File: config.mk
export PLATFORM = sky130hd
export DESIGN_NAME = output_pack_reg
export DESIGN_NICKNAME = d
export VERILOG_FILES = /design/src/rtl/bitblade_pkg.sv /design/src/rtl/pack_beat_ctr.sv /design/src/rtl/output_pack_reg.sv
export SDC_FILE = /design/constraint.sdc
export NUM_CORES = 1
export LEC_CHECK = 0
export CAP_MARGIN = 20
export CORE_MARGIN = 2
export CORE_UTILIZATION = 50
export DETAILED_ROUTE_END_ITERATION = 10
export PLACE_DENSITY = 0.8
export SYNTH_ARGS = -nofsm -noshare
export SYNTH_HDL_FRONTEND = slang
export SYNTH_SLANG_ARGS = --single-unit
File: constraint.sdc
create_clock -name clk -period 2.75 [get_ports clk]
set_input_delay 0.55 -clock clk [delete_from_list [all_inputs] [get_ports clk]]
set_output_delay 0.55 -clock clk [all_outputs]
set_load 0.03 [all_outputs]
File: src/rtl/bitblade_pkg.sv
// Shared definitions for the bitblade lane-result path: packing mode encodings and beats-per-word.
// Latency: n/a (constants and a pure helper function only).
// Backpressure: n/a.
package bitblade_pkg;

  // Packing mode encodings as driven on input_bitwidth (2'b11 behaves as MODE_QUARTER)
  localparam logic [1:0] MODE_FULL    = 2'b00;
  localparam logic [1:0] MODE_HALF    = 2'b01;
  localparam logic [1:0] MODE_QUARTER = 2'b10;

  // Number of accepted beats that make up one 32-bit word in each mode
  localparam logic [2:0] BEATS_FULL    = 3'd1;
  localparam logic [2:0] BEATS_HALF    = 3'd2;
  localparam logic [2:0] BEATS_QUARTER = 3'd4;

  // Index of the beat that completes a word in the given mode
  function automatic logic [1:0] last_beat(input logic [1:0] mode);
    logic [2:0] beats;
    case (mode)
      MODE_FULL: beats = BEATS_FULL;
      MODE_HALF: beats = BEATS_HALF;
      default:   beats = BEATS_QUARTER;
    endcase
    return 2'(beats - 3'd1);
  endfunction

endpackage

File: src/rtl/pack_beat_ctr.sv
// Beat counter for the output packer: tracks beats in the current word, latches its mode, flags completion.
// Latency: o_complete is combinational with the accepted beat; count/mode update on the next clock.
// Backpressure: none of its own; it only counts beats the parent reports as accepted.
//
// Ports:
//   i_clk, i_reset   clock and synchronous active-high reset
//   i_bitwidth       live packing mode, sampled only when a word starts (count 0)
//   i_accept         a beat is accepted this cycle
//   i_flush_emit     a partial word is emitted this cycle; restart at beat 0
//   o_cnt            beats already held in the current word
//   o_mode           mode governing the current word
//   o_complete       the accepted beat finishes the word
module pack_beat_ctr
  import bitblade_pkg::*;
(
  input  logic       i_clk,
  input  logic       i_reset,
  input  logic [1:0] i_bitwidth,
  input  logic       i_accept,
  input  logic       i_flush_emit,
  output logic [1:0] o_cnt,
  output logic [1:0] o_mode,
  output logic       o_complete
);

  logic [1:0] r_cnt;
  logic [1:0] r_mode;

  // At count 0 no word is in progress, so the live input decides the mode for the
  // incoming beat; afterwards the latched value wins and mid-word changes are ignored.
  assign o_mode     = (r_cnt == 2'd0) ? i_bitwidth : r_mode;
  assign o_cnt      = r_cnt;
  assign o_complete = i_accept && (r_cnt == last_beat(o_mode));

  always_ff @(posedge i_clk) begin
    if (i_reset) begin
      r_cnt  <= 2'd0;
      r_mode <= MODE_FULL;
    end else begin
      if (i_accept && (r_cnt == 2'd0)) begin
        r_mode <= i_bitwidth;
      end
      if (o_complete || i_flush_emit) begin
        r_cnt <= 2'd0;
      end else if (i_accept) begin
        r_cnt <= r_cnt + 2'd1;
      end
    end
  end

endmodule

File: src/rtl/output_pack_reg.sv
// Packs 8/16/32-bit lane result beats low-to-high into 32-bit words for a buffer write port.
// Latency: a completed (or flushed) word appears on out_valid one cycle after its last beat is accepted.
// Backpressure: in_ready = !out_valid || out_ready; the output word and any flush wait while out_ready is low.
//
// Ports:
//   clk, reset                         clock and synchronous active-high reset
//   input_bitwidth                     00 full word, 01 two halves, 10/11 four bytes
//   in_valid/in_ready/in_data          lane beat handshake and payload
//   flush                              emit the partially assembled word, zero-padded
//   out_valid/out_ready/out_data       packed word handshake
//   out_addr                           buffer word address, only when PACK_ADDR_GEN_EN is defined
module output_pack_reg
  import bitblade_pkg::*;
#(
  parameter int ADDR_W = 8
) (
  input  logic              clk,
  input  logic              reset,
  input  logic [1:0]        input_bitwidth,
  input  logic              in_valid,
  output logic              in_ready,
  input  logic [31:0]       in_data,
  input  logic              flush,
  output logic              out_valid,
  input  logic              out_ready,
  output logic [31:0]       out_data
`ifdef PACK_ADDR_GEN_EN
  ,
  output logic [ADDR_W-1:0] out_addr
`endif
);

  logic [31:0] r_asm;
  logic        r_flush_pend;
  logic        r_out_vld;
  logic [31:0] r_out_dat;

  logic        w_accept;
  logic [1:0]  w_cnt;
  logic [1:0]  w_mode;
  logic        w_complete;
  logic [31:0] w_lane;
  logic [31:0] w_asm_next;
  logic        w_partial;
  logic        w_flush_req;
  logic        w_load;
  logic        w_flush_emit;

  assign in_ready  = !r_out_vld || out_ready;
  assign w_accept  = in_valid && in_ready;
  assign out_valid = r_out_vld;
  assign out_data  = r_out_dat;

  pack_beat_ctr u_beat_ctr (
    .i_clk        (clk),
    .i_reset      (reset),
    .i_bitwidth   (input_bitwidth),
    .i_accept     (w_accept),
    .i_flush_emit (w_flush_emit),
    .o_cnt        (w_cnt),
    .o_mode       (w_mode),
    .o_complete   (w_complete)
  );

  // Position the beat in its lane; unused payload bits are dropped by the zero-extension.
  always_comb begin
    w_lane = 32'h0;
    case (w_mode)
      MODE_FULL: w_lane = in_data;
      MODE_HALF: w_lane = {16'h0, in_data[15:0]} << {w_cnt[0], 4'b0};
      default:   w_lane = {24'h0, in_data[7:0]} << {w_cnt, 3'b0};
    endcase
  end

  // The assembly register is zero outside filled lanes, so OR-ing places the beat.
  assign w_asm_next = w_accept ? (r_asm | w_lane) : r_asm;

  // Does the word still hold beats after this cycle's accept, short of completing?
  assign w_partial = w_accept ? !w_complete : (w_cnt != 2'd0);

  assign w_flush_req  = flush || r_flush_pend;
  assign w_load       = in_ready && (w_complete || (w_flush_req && w_partial));
  assign w_flush_emit = w_load && !w_complete;

  always_ff @(posedge clk) begin
    if (reset) begin
      r_asm        <= 32'h0;
      r_flush_pend <= 1'b0;
      r_out_vld    <= 1'b0;
      r_out_dat    <= 32'h0;
    end else begin
      if (w_load) begin
        r_asm <= 32'h0;
      end else if (w_accept) begin
        r_asm <= w_asm_next;
      end

      // A flush that finds the slot busy waits; one against an empty word is dropped.
      r_flush_pend <= w_flush_req && !in_ready && (w_cnt != 2'd0);

      // Loading while the current word drains keeps out_valid high with no bubble.
      if (w_load) begin
        r_out_vld <= 1'b1;
        r_out_dat <= w_asm_next;
      end else if (out_ready) begin
        r_out_vld <= 1'b0;
      end
    end
  end

`ifdef PACK_ADDR_GEN_EN
  logic [ADDR_W-1:0] r_addr;

  always_ff @(posedge clk) begin
    if (reset) begin
      r_addr <= '0;
    end else if (r_out_vld && out_ready) begin
      r_addr <= r_addr + 1'b1;
    end
  end

  assign out_addr = r_addr;
`endif

endmodule

-- After elaboration in Yosys (flattened, before gate mapping)
Cells that the tools add are included.
- add/sub/neg operators: 2
- equal/unequal tests: 2
- shifts and indexed selects: 2
- mux-type cells: 7
- bitwise operators: 1
- reduce and logical (&&, ||, !) cells: 21
- operators by type and width (kind ; number):
    32-bit case mux with 2 select lines ; 1
    32-bit two-way mux ; 1
    32-bit bitwise OR ; 1
    16-bit by 5-bit left shift with 32-bit output ; 1
    8-bit by 5-bit left shift with 32-bit output ; 1
    1-bit logical AND ; 8
    2-bit logical NOT ; 2
    1-bit logical OR ; 4
    2-bit case mux with 2 select lines ; 1
    2-bit nonzero test ; 2
    2-bit OR reduction ; 2
    1-bit logical NOT ; 3
    1-bit two-way mux ; 3
    2-bit by 1-bit adder with 2-bit output, second input constant ; 1
    2-bit by 1-bit == test with 1-bit output, second input constant ; 1
    2-bit == test ; 1
    2-bit two-way mux ; 1
    2-bit by 1-bit subtractor with 2-bit output, second input constant ; 1
- bits in registers: 70
- input bits: 39
- output and inout port bits: 34
- word-level logic and storage cells: 41

-- Longest topological paths before layout
Gate-level depths: netlist (run 1).
- word-level depth: 15
- mapped depth: 11
- gate-level depth less buffers: 6

-- Modules after synthesis
From an unflattened synthesis (run 1), not the netlist that was laid out.
- cells, all modules: 262
- area total of the unflattened synthesis: 2822.7 µm²
- by module, submodules not included (module ; times used ; cells each ; area each (µm²) ; sequential area each (µm²)):
    output_pack_reg ; 1 ; 229 ; 2548.7 ; 1321.3
    pack_beat_ctr ; 1 ; 33 ; 274.0 ; 80.1

-- Worst setup path after synthesis (run 1)
No wires, ideal clock.
- path kind: reg2reg
- from: register u_beat_ctr.r_cnt[0], in the netlist u_beat_ctr.o_cnt[0]
- to: register r_out_dat[24], in the netlist out_data[24]
- setup time: 141 ps
- arrival: 2201 ps
- required time: 2609 ps
- slack: 409 ps
- stages on the path, launching flop included: 12
- path buffers: 5
- period minus slack after synthesis: 2341 ps
- cell sequence: dfxtp_1 -> buf_2 -> inv_1 -> ha_1 -> buf_4 -> or3_1 -> buf_1 -> nand3_4 -> a41o_1 -> buf_2 -> buf_6 -> a311oi_2
- cells in the longest elaborated chain, start to end: 12
- elaborated cells between the ends (all ways): 19
- classes of those cells: add/sub: 1; eq/ne: 2; shift: 2; mux: 5; bitwise: 1; reduce/logical: 8
- RTL lines (element ; RTL line ; RTL):
    from (decl) ; pack_beat_ctr.sv:26 ; logic [1:0] r_cnt;
    from (signal assigned) ; pack_beat_ctr.sv:46 ; r_cnt <= r_cnt + 2'd1;
    2-bit logical NOT ; pack_beat_ctr.sv:31 ; assign o_mode = (r_cnt == 2'd0) ? i_bitwidth : r_mode;
    2-bit two-way mux ; pack_beat_ctr.sv:31 ;
    2-bit by 1-bit == test with 1-bit output or 2-bit logical NOT (tied branches) ; bitblade_pkg.sv:19, output_pack_reg.sv:68 ;
    2-bit case mux with 2 select lines ; bitblade_pkg.sv:19 ; case (mode)
    2-bit by 1-bit subtractor with 2-bit output ; bitblade_pkg.sv:24 ; return 2'(beats - 3'd1);
    2-bit == test ; pack_beat_ctr.sv:33 ; assign o_complete = i_accept && (r_cnt == last_beat(o_mode));
    1-bit logical AND ; pack_beat_ctr.sv:33 ;
    1-bit logical NOT ; output_pack_reg.sv:79 ; assign w_partial = w_accept ? !w_complete : (w_cnt != 2'd0);
    1-bit two-way mux ; output_pack_reg.sv:79 ;
    1-bit logical AND ; output_pack_reg.sv:82 ; assign w_load = in_ready && (w_complete || (w_flush_req && w_partial));
    1-bit logical OR ; output_pack_reg.sv:82 ;
    1-bit logical AND ; output_pack_reg.sv:82 ;
    to (signal assigned) ; output_pack_reg.sv:104 ; r_out_dat <= w_asm_next;
    to (decl) ; output_pack_reg.sv:36 ; logic [31:0] r_out_dat;
Several ways; a longest one is shown, not always the timed one.
A chain may end at the register's enable or synchronous reset.

-- Final worst setup path (run 1)
- from: input port out_ready
- to: output port in_ready
- cells in the longest elaborated chain, start to end: 1
- RTL lines (element ; RTL line ; RTL):
    from (decl) ; output_pack_reg.sv:25 ; input logic out_ready,
    1-bit logical OR ; output_pack_reg.sv:49 ; assign in_ready = !r_out_vld || out_ready;
    to (decl) ; output_pack_reg.sv:21 ; output logic in_ready,
Every way passes these cells.

==> results of run 1 <==
==> worst max path at each step <==
stage / to / slack [ns] / from
after CTS: in_ready / 0.13 / out_ready
after global routing: in_ready / 0.1 / out_ready
after detailed placement: out_data[14] / 0.11 / input_bitwidth[1]
after global placement: out_data[11] / 0.15 / input_bitwidth[1]
after floorplan: out_data[24] / 0.41 / u_beat_ctr.o_cnt[0]
final: in_ready / 0.11 / out_ready
==> cell type report <==
cell class	count	area (um2)	share of cell area (%)
Timing Repair Buffer	91	895.9	21.28
Multi-Input combinational cell	209	1518	36.06
Tap cell	75	93.84	2.229
Sequential cell	70	1401	33.29
Clock inverter	7	127.6	3.032
Clock buffer	9	123.9	2.943
Inverter	13	48.80	1.159
==> metrics by stage <==
stage	hold slack (ns)	instances	util [%]
after floorplan	0.4499	324	-
after global placement	0.4721	458	65.94
after detailed placement	0.4759	458	65.94
after CTS	0.4864	474	70.13
after global routing	0.5203	474	70.26
final	0.4825	474	70.26
==> layer usage <==
| metal | up-vias | global-route usage (%) | part of all wire, % |
|---|---|---|---|
| li1 | 1409 | - | - |
| met1 | 1429 | 34.06 | 44 |
| met2 | 144 | 39.74 | 47 |
| met3 | 16 | 5.169 | 7.0 |
| met4 | 0 | 9.836 | 1.7 |
| met5 | - | 0 | 0 |
==> registers in the layout (all words and copies together) (netlist names) <==
name               cells
r_flush_pend           1
out_valid              1
r_asm                 32
out_data              32
u_beat_ctr.r_mode      2
u_beat_ctr.o_cnt       2
==> kinds of logic after synthesis <==
logic type / Yosys count
AOI/OAI and AO/OA: 113
xor gates and xnor gates: 2
adders and majority gates: 1
buffers and inverters: 45
DFF: 70
muxes: 4
and+or+nand+nor: 89
==> power groups by stage <==
stage	Sequential, mW	Clock [mW]	Combinational [mW]
2_1_floorplan	1.34	0	0.445
3_3_place_gp	1.20	0	0.903
3_5_place_dp	1.20	0	0.915
4_1_cts	1.18	1.05	0.923
5_1_grt	1.19	1.09	0.991
6_report	1.18	1.04	0.929
==> placed cells by master, fill, tap and decap left out, types with 6 or more instances in the layout <==
master,netlist,routed
nor3b_1,9,9
a41oi_1,8,8
and3_1,8,8
a31oi_1,6,6
o31ai_1,10,10
nor3_1,28,27
clkbuf_8,0,9
dfxtp_1,70,70
a311oi_2,6,6
a221oi_1,40,40
clkdlybuf4s50_1,0,71
a21oi_1,11,11
o21ai_0,6,6
a21boi_0,10,10
buf_4,2,16
nor2_1,30,30
a211oi_1,6,6
inv_1,13,13
==> worst reg2reg max path, delay by kind of cell (launching register included) <==
| kind | cells | cell delay (ns) |
|---|---|---|
| DFF | 1 | 0.35 |
| AOI/OAI and AO/OA | 3 | 0.89 |
| buffers and inverters | 2 | 0.42 |
| muxes | 1 | 0.34 |
| adders and majority gates | 1 | 0.37 |
==> flow_summary.ini, run 1 <==
[status]
status = complete, no violations

[logic_synthesis]
yosys.area_share.xor_xnor_pct = 0.8022
synth_cells = 324
synthAdderAreaFrac_pct = 0.4011
synthFlopType = dfxtp_1
synth_top_family_by_area = compound AO/OA/AOI/OAI gates
yosys_warnings = 0
ys_types = 46
yosys_register_bits = 70
synth-simple-area-share_pct = 15.48
syn_nets = 364
ys_seq_area_share_pct = 44.93
synthTopCellsByCount = dfxtp_1, a221oi_1, nor2_1
synth_edf_count = 0
avgSynthCellArea_um2 = 9.627
synth_area_mm2 = 0.003119
synth_compound_area_share_pct = 30.00
synth_top_area_cell = dfxtp_1
synth_top_area_share_pct = 44.93
synth.most_common_cell = dfxtp_1
yosys-top-cells-area = dfxtp_1, a221oi_1, nor3_1
synth_mux_area_share_pct = 1.685
async_flop_share_pct = 0

[placement]
place_congestion = 0.9119
hpwlAfterDp_mm = 6.043
portBuffers = 72
pre_cts_ws_ns = 0.1118
dpl-instance-area_mm2 = 0.003950

[timing]
final.min_clock_period_ns = 2.640
post-route-period-util_pct = 96.01
worstMarginPinSlew_ns = 0.5994
finalHoldViolations = 0
final.setup.tns_ns = 0
slew-limit-headroom_pct = 60.04
finalWorstSetupSlack_ns = 0.1098
setup_viol = 0
max_freq_ghz = 0.3788
rsz0062_at_grt = false
fin_skew_ns = 0.008862
drv_slew = 0

[power_and_ir_drop]
p_int_mw = 2.132
irDropWorstVdd_v = 0.0005381
clkPwrFrac_pct = 33.1
p_switching_mw = 1.019
switching_share_pct = 32.34
p_comb_share_pct = 29.5
p_leak_nw = 1.491
p_total_mw = 3.152
power_density_mw_per_mm2 = 748.8
seqPwrFrac_pct = 37.5

[die]
rows = 28
dieArea_mm2 = 0.006887
initial_core_util_pct = 52.07
die_w_um = 82.99
die_h_um = 82.99
coreArea_mm2 = 0.005991
pin_count = 73

[clock_tree]
cts_inserted_buffers = 9
cts_hold_buf = 0
cts_resized = 0
cts_max_level = 3
cts.sinks = 70
clock_latency_ns = 0.35
cts_root_buffer = clkbuf_8
cts_tree = built
cts_setup_buffers = 0
clkTransAtPathRegs_ns = 0.08
cts_buffer_depth = 2

[critical_path]
worstSetupEndpointType = primary output
setup.worst_path.class = in -> out
r2r_end = out_data[14]
critPathSlowestCell = clkdlybuf4s50_1
cpPeakStageDelay_ns = 0.74
r2r_slack_ns = 0.28
required_ns = 2.20
arrival_ns = 2.09
crit_family = buffers and inverters
path_buf_inv = 3
crit_cells = 4
worstRegToRegCells = 7
rr_startpoint = u_beat_ctr.o_cnt[1]
cp_max_fo = 10
critical_path.most_common_cell = clkdlybuf4s50_1
startpoint_type = input pin
path_cells = clkdlybuf4s50_1 -> nor2b_1 -> inv_1 -> clkdlybuf4s50_1

[finish]
drive_above_1_share_pct = 13.78
syn2layout_area_growth_pct = 34.94
diodes = 0
fillers = 466
fin_area_mm2 = 0.004209
nNetsFinal = 434

[global_route]
grt_pass1_wl_mm = 14.25
grt_max_degree = 49
grt_antenna_before_repair = 0
grt_pass1_vias = 2830
grt_usage_pct = 25.25
grt.overflow.total = 0

[routing]
drc_errors = 0
first_pass_iters = 5
ant_nets = 0
vias_per_cell = 6.325
routed_wl_mm = 8.839
vias = 2998
wire_per_inst_um = 18.65
dr.first_iter.drc_count = 256

[hold_path]
min_path_cells = 2
whs_endpoint = r_asm[30]
hold_path.class = reg -> reg
min_from = r_asm[30]

[flow_run]
cap_violations = 0
Power figures use the tool's default switching activity.
==> run 2, diff against run 1 <==
--- a/config.mk
+++ b/config.mk
@@ -8,7 +8,9 @@
 export CAP_MARGIN = 20
 export CORE_MARGIN = 2
 export CORE_UTILIZATION = 50
+export CTS_CLUSTER_DIAMETER = 60
 export DETAILED_ROUTE_END_ITERATION = 10
+export GPL_ROUTABILITY_DRIVEN = 0
 export PLACE_DENSITY = 0.8
 export SYNTH_ARGS = -nofsm -noshare
 export SYNTH_HDL_FRONTEND = slang
==> constraint.sdc (replaced) <==
create_clock -name clk -period 2.75 [get_ports clk]
set_input_delay 0.55 -clock clk [delete_from_list [all_inputs] [get_ports clk]]
set_output_delay 0.55 -clock clk [all_outputs]
set_load 0.005 [all_outputs]
==> run 2 against run 1 <==
Effect of this change: clock-buffer cell count stayed put; sequential power is essentially flat; core utilization fell by 0.38 points; maximum frequency increased by 7.1%; worst hold slack hardly changed; power down 7.1%; critical endpoint is now out_data[12]; largest cell class unchanged.
==> flow_summary.ini, run 2 (synthesized netlist as in run 1, its figures left out) <==
[status]
status = complete, no violations

[clock_tree]
cts_inserted_buffers = 9
cts_root_buffer = clkbuf_8
cts.sinks = 70
cts_hold_buf = 0
cts_setup_buffers = 0
cts_max_level = 3
clock_latency_ns = 0.35
cts_resized = 0
cts_tree = built
cts_buffer_depth = 2
clkTransAtPathRegs_ns = 0.08

[power_and_ir_drop]
irDropWorstVdd_v = 0.0005120
p_leak_nw = 1.474
power_density_mw_per_mm2 = 699.5

[critical_path]
r2r_end = out_data[12]
crit_family = compound AO/OA/AOI/OAI gates
required_ns = 3.01
startpoint_type = flop
cpPeakStageDelay_ns = 0.40
path_buf_inv = 2
worstSetupEndpointType = flop
critical_path.most_common_cell = a221oi_1
arrival_ns = 2.72
setup.worst_path.class = reg -> reg
worstRegToRegCells = 7
cp_max_fo = 11
critPathSlowestCell = o2111a_1
crit_cells = 7
path_cells = inv_1 -> ha_2 -> mux2i_4 -> buf_4 -> o2111a_1 -> a221oi_1 -> a221oi_1
r2r_slack_ns = 0.29
rr_startpoint = u_beat_ctr.o_cnt[1]

[global_route]
grt.overflow.total = 0
grt_antenna_before_repair = 0
grt_max_degree = 45
grt_pass1_vias = 2892
grt_usage_pct = 25.89
grt_pass1_wl_mm = 14.46

[placement]
dpl-instance-area_mm2 = 0.003950
hpwlAfterDp_mm = 6.141
portBuffers = 72

[routing]
vias = 3021
first_pass_iters = 4
drc_errors = 0
routed_wl_mm = 8.904
vias_per_cell = 6.373
ant_nets = 0
wire_per_inst_um = 18.78
dr.first_iter.drc_count = 284

[timing]
slew-limit-headroom_pct = 60.04
final.setup.tns_ns = 0
fin_skew_ns = 0.01074
final.min_clock_period_ns = 2.465
max_freq_ghz = 0.4057
post-route-period-util_pct = 89.63
finalHoldViolations = 0
rsz0062_at_grt = false
drv_slew = 0
setup_viol = 0
worstMarginPinSlew_ns = 0.5994

[die]
die_h_um = 82.99
dieArea_mm2 = 0.006887
die_w_um = 82.99
rows = 28
pin_count = 73
initial_core_util_pct = 52.07
coreArea_mm2 = 0.005991

[finish]
multiInputGateArea_mm2 = 0.001518
drive_above_1_share_pct = 13.78
final_common_cell = clkdlybuf4s50_1
register_area_mm2 = 0.001401
layout_common_cells = clkdlybuf4s50_1, dfxtp_1, a221oi_1, nor2_1, nor3_1
fin_area_mm2 = 0.004187
nNetsFinal = 434
diodes = 0
syn2layout_area_growth_pct = 34.22
fillers = 465

[hold_path]
whs_endpoint = r_asm[31]
hold_path.class = reg -> reg
min_from = r_asm[31]
min_path_cells = 2

[flow_run]
cap_violations = 0
[run 2: layer usage]
metal / GRT usage (%) / wire length (um) / vias to the layer above
met5: 0 / 0 / -
met2: 42.30 / 4259 / 120
met4: 9.240 / 130 / 0
li1: - / - / 1406
met3: 6.262 / 581 / 17
met1: 33.35 / 3933 / 1478
[run 2: final cells by class]
type / instances / share of cell area (%)
flip-flops and latches: 70 / 33.47
clock inverters: 7 / 2.510
well taps: 75 / 2.241
repair buffers: 91 / 21.40
clock buffers: 9 / 2.959
inverters: 13 / 1.166
multi-input cells: 209 / 36.25
[run 2: worst max-delay path by stage]
stage / start / end / slack [ns]
finish: u_beat_ctr.o_cnt[1] / out_data[12] / 0.29
global route: u_beat_ctr.o_cnt[1] / out_data[11] / 0.1
CTS: u_beat_ctr.o_cnt[1] / out_data[12] / 0.18
detailed placement: input_bitwidth[1] / out_data[12] / 0.02
global placement: input_bitwidth[1] / out_data[13] / 0.16
floorplan: u_beat_ctr.o_cnt[0] / out_data[24] / 0.41
[run 2: metrics by stage]
stage	std cells	setup WS (ns)	util [%]	total power, mW	hold WS [ns]
floorplan	324	0.4085	-	1.643	0.4499
global placement	458	0.1628	65.94	1.961	0.4735
detailed placement	458	0.02248	65.94	1.979	0.4745
finish	474	0.2853	69.88	2.929	0.4829
global route	474	0.09753	69.88	3.059	0.5145
CTS	474	0.1815	69.76	2.933	0.4863
[run 2: worst reg2reg max path: stages, from the launching register on]
cell	delay, ns
dfxtp_1	0.34
inv_1	0.17
ha_2	0.37
mux2i_4	0.34
buf_4	0.22
o2111a_1	0.40
a221oi_1	0.18
a221oi_1	0.33
[run 2: report_power, final]
group | switching [mW] | internal (mW) | total [mW]
Clock | 0.434 | 0.525 | 0.959
Sequential | 0.0552 | 1.13 | 1.18
Combinational | 0.398 | 0.392 | 0.790
